===== config.mk =====
export PLATFORM = sky130hd
export DESIGN_NAME = ex_result_buffer
export DESIGN_NICKNAME = d
export VERILOG_FILES = /design/src/rtl/ex_result_buffer_pkg.sv /design/src/rtl/ex_result_buffer_pipe_slot.sv /design/src/rtl/ex_result_buffer.sv
export SDC_FILE = /design/constraint.sdc
export NUM_CORES = 1
export LEC_CHECK = 0
export ABC_CLOCK_PERIOD_IN_PS = 1700
export CAP_MARGIN = 20
export CORE_MARGIN = 4
export CORE_UTILIZATION = 45
export CTS_CLUSTER_DIAMETER = 150
export DETAILED_ROUTE_END_ITERATION = 10
export PLACE_DENSITY = 0.79
export SLEW_MARGIN = 10
export SYNTH_ARGS = -nofsm -noshare
export SYNTH_HDL_FRONTEND = slang
export SYNTH_HIERARCHICAL = 1
export SYNTH_SLANG_ARGS = --single-unit

===== constraint.sdc =====
create_clock -name clk -period 1.7 [get_ports clk]
set_clock_uncertainty 0.15 [all_clocks]
set_input_delay 0.34 -clock clk [delete_from_list [all_inputs] [get_ports clk]]
set_output_delay 0.34 -clock clk [all_outputs]
set_load 0.01 [all_outputs]

===== src/rtl/ex_result_buffer_pkg.sv =====
// Shared constants for the execute-to-memory result buffer and the ALU/shifter op encodings.
package ex_result_buffer_pkg;

  localparam int DEF_OPD_LENGTH = 32;
  localparam int DEF_REG_ADDR_W = 5;
  localparam int ZERO_REG       = 0;
  localparam int DEF_PAYLOAD_W  = DEF_OPD_LENGTH + DEF_REG_ADDR_W + 1;

  typedef enum logic [2:0] {
    ALU_OP_ADD = 3'd0,
    ALU_OP_SUB = 3'd1,
    ALU_OP_SLL = 3'd2,
    ALU_OP_SRL = 3'd3,
    ALU_OP_SRA = 3'd4,
    ALU_OP_AND = 3'd5,
    ALU_OP_OR  = 3'd6,
    ALU_OP_XOR = 3'd7
  } alu_op_select_t;

endpackage


===== src/rtl/ex_result_buffer_pipe_slot.sv =====
// One buffer slot: payload register plus valid bit, with load enable and synchronous clear.
module ex_result_buffer_pipe_slot
  import ex_result_buffer_pkg::*;
#(
  parameter int WIDTH = DEF_PAYLOAD_W
) (
  input  logic             clk,
  input  logic             rst,
  input  logic             clear,
  input  logic             valid_en,
  input  logic             valid_in,
  input  logic             load,
  input  logic [WIDTH-1:0] data_in,
  output logic             valid,
  output logic [WIDTH-1:0] data
);

  // Clear only drops the valid bit; the payload keeps its last value.
  always_ff @(posedge clk) begin
    if (rst) begin
      valid <= 1'b0;
    end else if (clear) begin
      valid <= 1'b0;
    end else if (valid_en) begin
      valid <= valid_in;
    end
  end

  always_ff @(posedge clk) begin
    if (rst) begin
      data <= '0;
    end else if (load) begin
      data <= data_in;
    end
  end

endmodule


===== src/rtl/ex_result_buffer.sv =====
// Execute-to-memory result buffer: output slot plus skid slot behind a valid/ready handshake.
// Optional operand-forwarding ports are enabled with the EX_RESULT_FWD_EN macro.
module ex_result_buffer
  import ex_result_buffer_pkg::*;
#(
  parameter int OPD_LENGTH = DEF_OPD_LENGTH,
  parameter int REG_ADDR_W = DEF_REG_ADDR_W
) (
  input  logic                  clk,
  input  logic                  rst,
  input  logic                  flush,
  input  logic                  ex_valid,
  output logic                  ex_ready,
  input  logic [OPD_LENGTH-1:0] ex_result,
  input  logic [REG_ADDR_W-1:0] ex_rd_addr,
  input  logic                  ex_wb_en,
  output logic                  mem_valid,
  input  logic                  mem_ready,
  output logic [OPD_LENGTH-1:0] mem_result,
  output logic [REG_ADDR_W-1:0] mem_rd_addr,
  output logic                  mem_wb_en,
  output logic [1:0]            occupancy
`ifdef EX_RESULT_FWD_EN
  ,
  output logic                  fwd_valid,
  output logic [REG_ADDR_W-1:0] fwd_rd_addr,
  output logic [OPD_LENGTH-1:0] fwd_result
`endif
);

  localparam int PW = OPD_LENGTH + REG_ADDR_W + 1;

  logic          out_valid;
  logic          skid_valid;
  logic [PW-1:0] out_payload;
  logic [PW-1:0] skid_payload;
  logic [PW-1:0] in_payload;
  logic [PW-1:0] out_data_in;
  logic          in_wb_en;
  logic          accept;
  logic          drain;
  logic          out_free;
  logic          out_valid_en;
  logic          out_load;
  logic          skid_valid_en;
  logic          skid_load;

  // Writes to the zero register are neutralised once, here, so later stages never see them.
  assign in_wb_en   = ex_wb_en & (ex_rd_addr != REG_ADDR_W'(ZERO_REG));
  assign in_payload = {ex_result, ex_rd_addr, in_wb_en};

  assign ex_ready  = ~skid_valid;
  assign accept    = ex_valid & ex_ready & ~flush;
  assign drain     = out_valid & mem_ready;
  assign out_free  = ~out_valid | drain;

  assign out_valid_en = out_free;
  assign out_load     = ~flush & out_free & (skid_valid | accept);
  assign out_data_in  = skid_valid ? skid_payload : in_payload;

  // The skid only fills when the output slot is stuck, so it never overtakes it.
  assign skid_valid_en = (out_free & skid_valid) | (~out_free & accept);
  assign skid_load     = accept & (skid_valid | ~out_free);

  ex_result_buffer_pipe_slot #(.WIDTH(PW)) u_out_slot (
    .clk      (clk),
    .rst      (rst),
    .clear    (flush),
    .valid_en (out_valid_en),
    .valid_in (skid_valid | accept),
    .load     (out_load),
    .data_in  (out_data_in),
    .valid    (out_valid),
    .data     (out_payload)
  );

  ex_result_buffer_pipe_slot #(.WIDTH(PW)) u_skid_slot (
    .clk      (clk),
    .rst      (rst),
    .clear    (flush),
    .valid_en (skid_valid_en),
    .valid_in (accept),
    .load     (skid_load),
    .data_in  (in_payload),
    .valid    (skid_valid),
    .data     (skid_payload)
  );

  assign mem_valid = out_valid;
  assign {mem_result, mem_rd_addr, mem_wb_en} = out_payload;
  assign occupancy = {1'b0, out_valid} + {1'b0, skid_valid};

`ifdef EX_RESULT_FWD_EN
  // Forward the youngest buffered result: the skid entry when present.
  always_comb begin
    fwd_valid   = 1'b0;
    fwd_rd_addr = out_payload[REG_ADDR_W:1];
    fwd_result  = out_payload[PW-1:REG_ADDR_W+1];
    if (skid_valid) begin
      fwd_valid   = skid_payload[0];
      fwd_rd_addr = skid_payload[REG_ADDR_W:1];
      fwd_result  = skid_payload[PW-1:REG_ADDR_W+1];
    end else if (out_valid) begin
      fwd_valid   = out_payload[0];
    end
  end
`endif

endmodule


After elaboration in Yosys (flattened, before gate mapping)
Index checks and enable logic that the tools add are counted.
- register bits: 78
- add/subtract/negate cells: 1
- mux-type cells: 1
- bitwise gates (word level): 17
- reduce and logical (&&, ||, !) cells: 2
- operator list (operator ; number):
    $mux 38 ; 1
    $and 1x1->1 ; 9
    $reduce_bool 5->1 ; 1
    $not 1->1 ; 4
    $or 1x1->1 ; 4
    $add 1x1->2 ; 1
    $reduce_or 2->1 ; 1

Logic depth before layout (Yosys ltp)
- word-level depth: 5
- mapped depth: 7
- mapped depth without buffers: 4

Hierarchy
The synthesis kept the hierarchy.
- modules (own cells, without submodules) (module ; instances ; cells each ; area each (µm²) ; sequential area each (µm²)):
    ex_result_buffer_pipe_slot ; 2 ; 125 ; 1396.3 ; 780.7
    ex_result_buffer ; 1 ; 57 ; 752.0 ; 0.0

Worst setup path after synthesis
Ideal clock, no wire load.
- path kind: flip-flop to flip-flop
- from: register u_skid_slot.valid
- to: register u_skid_slot.data[25]
- arrival time: 1411 ps
- setup slack: 11 ps
- cell stages (with the launch flop): 8
- cells stage by stage: dfxtp_1 buf_6 nor3b_4 nor2b_1 buf_6 buf_12 mux2i_1 nor2_1
- word-level cells in the longest chain between the ends: 4
- elaborated cells between the ends (all ways): 5
- classes of those cells: bitwise: 5
- ends and longest elaborated chain (what ; line ; RTL):
    from (decl) ; ex_result_buffer_pipe_slot.sv:14 ; output logic valid,
    from (signal assigned) ; ex_result_buffer_pipe_slot.sv:25 ; valid <= valid_in;
    $not 1->1 ; ex_result_buffer.sv:52 ; assign ex_ready = ~skid_valid;
    $and 1x1->1 (2 in a row) ; ex_result_buffer.sv:53 ; assign accept = ex_valid & ex_ready & ~flush;
    net accept ; ex_result_buffer.sv:40 ; logic accept;
    $and 1x1->1 ; ex_result_buffer.sv:63 ; assign skid_load = accept & (skid_valid | ~out_free);
    net skid_load ; ex_result_buffer.sv:46 ; logic skid_load;
    to (signal assigned) ; ex_result_buffer_pipe_slot.sv:33 ; data <= data_in;
    to (decl) ; ex_result_buffer_pipe_slot.sv:15 ; output logic [WIDTH-1:0] data
The timed path passes the listed nets, and every way through them passes these cells.
A chain may end at the register's enable or synchronous reset.

Final worst setup path
- from: register u_skid_slot.valid
- to: register u_skid_slot.data[3]
The elaborated chain is that of the path after synthesis.

==> parameters.txt <==
Parameter                              Value

Global route
  Initial antenna violation count    0
  Number of global-route vias before repair    2,494
  Maximum number of pins on one net before global-route repair    around 80
  GRT Resource Usage Total    between 10% and 20%
  Remaining Overflow, GRT    0
  Layer with the highest usage    met2
  Global-route wire length before repair    around 12,000 um
  Met2 Usage GRT    27.5%
  GRT met1 Usage    roughly 18%
  Met3 global-route usage    3.17%

Route
  Vias post-DR    around 2,400
  Routed wire length    7640 um
  First-iteration detailed-routing DRC count    57
  Post-detailed-route count of antenna-violating nets    0
  Count of unresolved DRC violations after routing    0
  First-pass iteration count of the detailed router    4
  DR vias/cell    around 4.8
  Post-DR wirelength/cell    around 15 um

Clocking
  Clock net sink count    78
  CTS Buffer Depth    2
  Clock-pin slew of the registers on the worst-case setup and hold paths    80 ps
  TritonCTS clock tree    yes
  CTS Buf Count    9
  H-tree depth    3
  Clock Latency Late Sink    about 340 ps
  Buffer type at the clock tree root    sky130_fd_sc_hd__clkbuf_8

Cells and area
  Post-synthesis to final-layout area growth    34.3%
  Final #Nets    roughly 450
  Post-route standard cell area excluding fillers    around 0.0048 mm2
  Fraction of layout instances using a drive strength above 1    between 20% and 30%
  Area of combinational cells with multiple inputs    0.00175 mm2
  Antenna diode count    0
  Filler-free cell count of the finished design    512
  Sequential standard cell area    ~0.0016 mm2
  Fill count    about 690

Power
  Worst VDD drop    approximately 0.42 mV
  Leakage power total    around 2.0 nW
  Total power per unit cell area    772 mW/mm2

Floorplanning
  Horizontal die dimension    about 97 um
  Die area    roughly 0.0094 mm2
  Count of pins on the block boundary    85
  Area of the core region    0.00769 mm2
  Initial Utilization    46.1%
  Number of core rows    32
  Die height    between 90 and 100 um

Setup path
  Slowest stage delay, CP    360 ps
  WP data required    around 1800 ps
  Crit Path Max Fanout    6
  Kind of end point of the critical path    register
  Crit path DAT    about 1800 ps
  R2r endpoint    u_skid_slot/data[3]$_SDFFE_PP0P_
  Worst R2R Path Depth    7
  Worst path slowest cell    sky130_fd_sc_hd__dfxtp_4
  CP cell instances    buf_6 > nor3b_4 > nor2b_4 > buf_12 > clkbuf_16 > mux2i_1 > nor2_1
  Setup slack of the worst register-to-register path    -30 ps
  Worst Setup Path Type    reg2reg
  Launching element type of the critical path    register
  RR Startpoint    u_skid_slot/valid$_SDFFE_PP0P_

Logic synthesis
  Area share of the largest cell type after synthesis    44.1%
  Dominant cells by area after synthesis    sky130_fd_sc_hd__dfxtp_1, sky130_fd_sc_hd__mux2i_1, sky130_fd_sc_hd__mux2_4
  Cell type with the largest total area after synthesis    sky130_fd_sc_hd__dfxtp_1
  Sequential element share of the synthesized area    approximately 44%
  Top flip-flop cell by instance count after synthesis    sky130_fd_sc_hd__dfxtp_1
  Cell with the most instances after synthesis    sky130_fd_sc_hd__mux2i_1
  Synthesized area per cell    11.5 um2
  Total standard cell area after synthesis    ~0.0035 mm2
  Synth cell count leaders    sky130_fd_sc_hd__mux2i_1, sky130_fd_sc_hd__dfxtp_1, sky130_fd_sc_hd__nor2_1
  Ys async rst share    0%
  EDFF count, synth    0
  Number of unique standard cell types used by synthesis    19
  Cell count after synthesis    ~310
  Syn nets    around 350
  Number of storage elements in the synthesis netlist    approximately 80
  Synth warnings    6

Timing
  Headroom to the max-slew limit    between 70 and 80%
  Final critical-path share of the clock period    102%
  RSZ-0062 raised after global routing    yes
  Post-route setup TNS    -445 ps
  Hold violation count in the final report    0
  Final period demand of the worst path    about 1700 ps
  Top achievable clock speed    between 500 and 600 MHz
  Smallest setup slack after layout    -34.3 ps
  Transition at the pin with the smallest max-transition slack    between 300 and 400 ps
  Final Max Tran Viols    0
  Setup violators final    23

Place
  Placed Cells    about 490
  Area post-placement    0.00446 mm2
  Final estimated routing congestion in global placement    approximately 0.74
  Number of input and output port buffers inserted    84
  Total half-perimeter wirelength after legalization and detailed placement    4950 um
  Pre-CTS setup slack    -389 ps

Flow run
  Total of max-cap violations    0

Worst hold path
  Hold path startpoint    rst
  Number of stages on the worst hold path    3
  Min-Delay Endpoint    u_out_slot/data[13]$_SDFFE_PP0P_
  Worst min path class    in2reg

Status
  Run status    finished, violations left
  Violations in the final reports    negative setup slack
==> layout make-up <==
cell class / count / area share, %
clock buffer: 10 / 2.68
clock inverter: 6 / 1.31
sequential: 78 / 32.9
timing repair buffer: 108 / 23.4
inverter: 2 / 0.158
tap: 102 / 2.68
multi-input combinational: 206 / 36.9
==> kinds of logic (layout without fill, tap and decap cells) <==
logic type / after synthesis / after routing / share of synthesized area (%)
buf+inv: 23 / 126 / 7.17
flops: 78 / 78 / 44.1
simple gates: 84 / 84 / 9.60
mux: 117 / 117 / 38.0
compound gates: 4 / 4 / 0.847
fa+ha+maj: 1 / 1 / 0.353
==> where the power goes <==
part	internal, mW	switching [mW]
Clock	0.673	0.656
Combinational	0.268	0.180
Sequential	1.87	0.0260
Total	2.81	0.862
==> registers in the layout, indices dropped and copies added (netlist names) <==
name and cells:
u_skid_slot/data 38, u_out_slot/data 38, u_skid_slot/valid 1, u_out_slot/valid 1
==> worst max-delay path: cells and delay by family, from the launching register on <==
| family | cells | cell delay (ps) |
|---|---|---|
| simple gates | 3 | 480 |
| buf+inv | 3 | 430 |
| mux | 1 | 180 |
| flops | 1 | 360 |
==> routing by layer <==
metal / routed length, um / part of all wire (%)
met3: 248 / 3.2
met2: 4000 / 52
met1: 3290 / 43
met5: 0 / 0
met4: 107 / 1.4
==> cells in the final DEF, fill, tap and decap left out, types with 4 or more instances in the layout <==
cell type	instances
sky130_fd_sc_hd__mux2i_1	77
sky130_fd_sc_hd__dfxtp_1	76
sky130_fd_sc_hd__clkdlybuf4s50_1	39
sky130_fd_sc_hd__mux2_2	4
sky130_fd_sc_hd__buf_12	7
sky130_fd_sc_hd__mux2_4	34
sky130_fd_sc_hd__buf_4	11
sky130_fd_sc_hd__dlygate4sd2_1	41
sky130_fd_sc_hd__clkbuf_8	9
sky130_fd_sc_hd__nor2_1	77
sky130_fd_sc_hd__nor3_1	4
==> worst max-delay path by stage <==
| stage | cells after the start | to | slack (ps) | startpoint |
|---|---|---|---|---|
| detailed placement | 6 | u_out_slot/data[29]$_SDFFE_PP0P_ | -390 | mem_ready |
| finish | 7 | u_skid_slot/data[3]$_SDFFE_PP0P_ | -30 | u_skid_slot/valid$_SDFFE_PP0P_ |
| floorplan | 7 | u_skid_slot/data[25]$_SDFFE_PP0P_ | 10 | u_skid_slot/valid$_SDFFE_PP0P_ |
| CTS | 2 | occupancy[0] | -5 | u_skid_slot/valid$_SDFFE_PP0P_ |
| global route | 7 | u_skid_slot/data[12]$_SDFFE_PP0P_ | -130 | u_skid_slot/valid$_SDFFE_PP0P_ |
| global placement | 6 | u_skid_slot/data[30]$_SDFFE_PP0P_ | -330 | flush |
==> per-stage QoR <==
stage	utilization [%]	hold slack (ps)	total power, mW
2_1_floorplan	-	269	2.18
3_3_place_gp	58.0	317	2.41
3_5_place_dp	58.0	332	2.42
4_1_cts	60.1	317	3.71
5_1_grt	61.9	339	3.85
6_report	61.9	322	3.68
==> what timing repair did <==
item | CTS | global route
setup buffers | 1 | 3
setup endpoints to repair | 48 | 72
hold buffers | 0 | 0
gates resized for setup | 49 | 6
pin swaps | 1 | 4
hold endpoints to repair | 0 | 0
gates cloned | 0 | 5
Note: power is estimated with default switching activity, not from simulation.
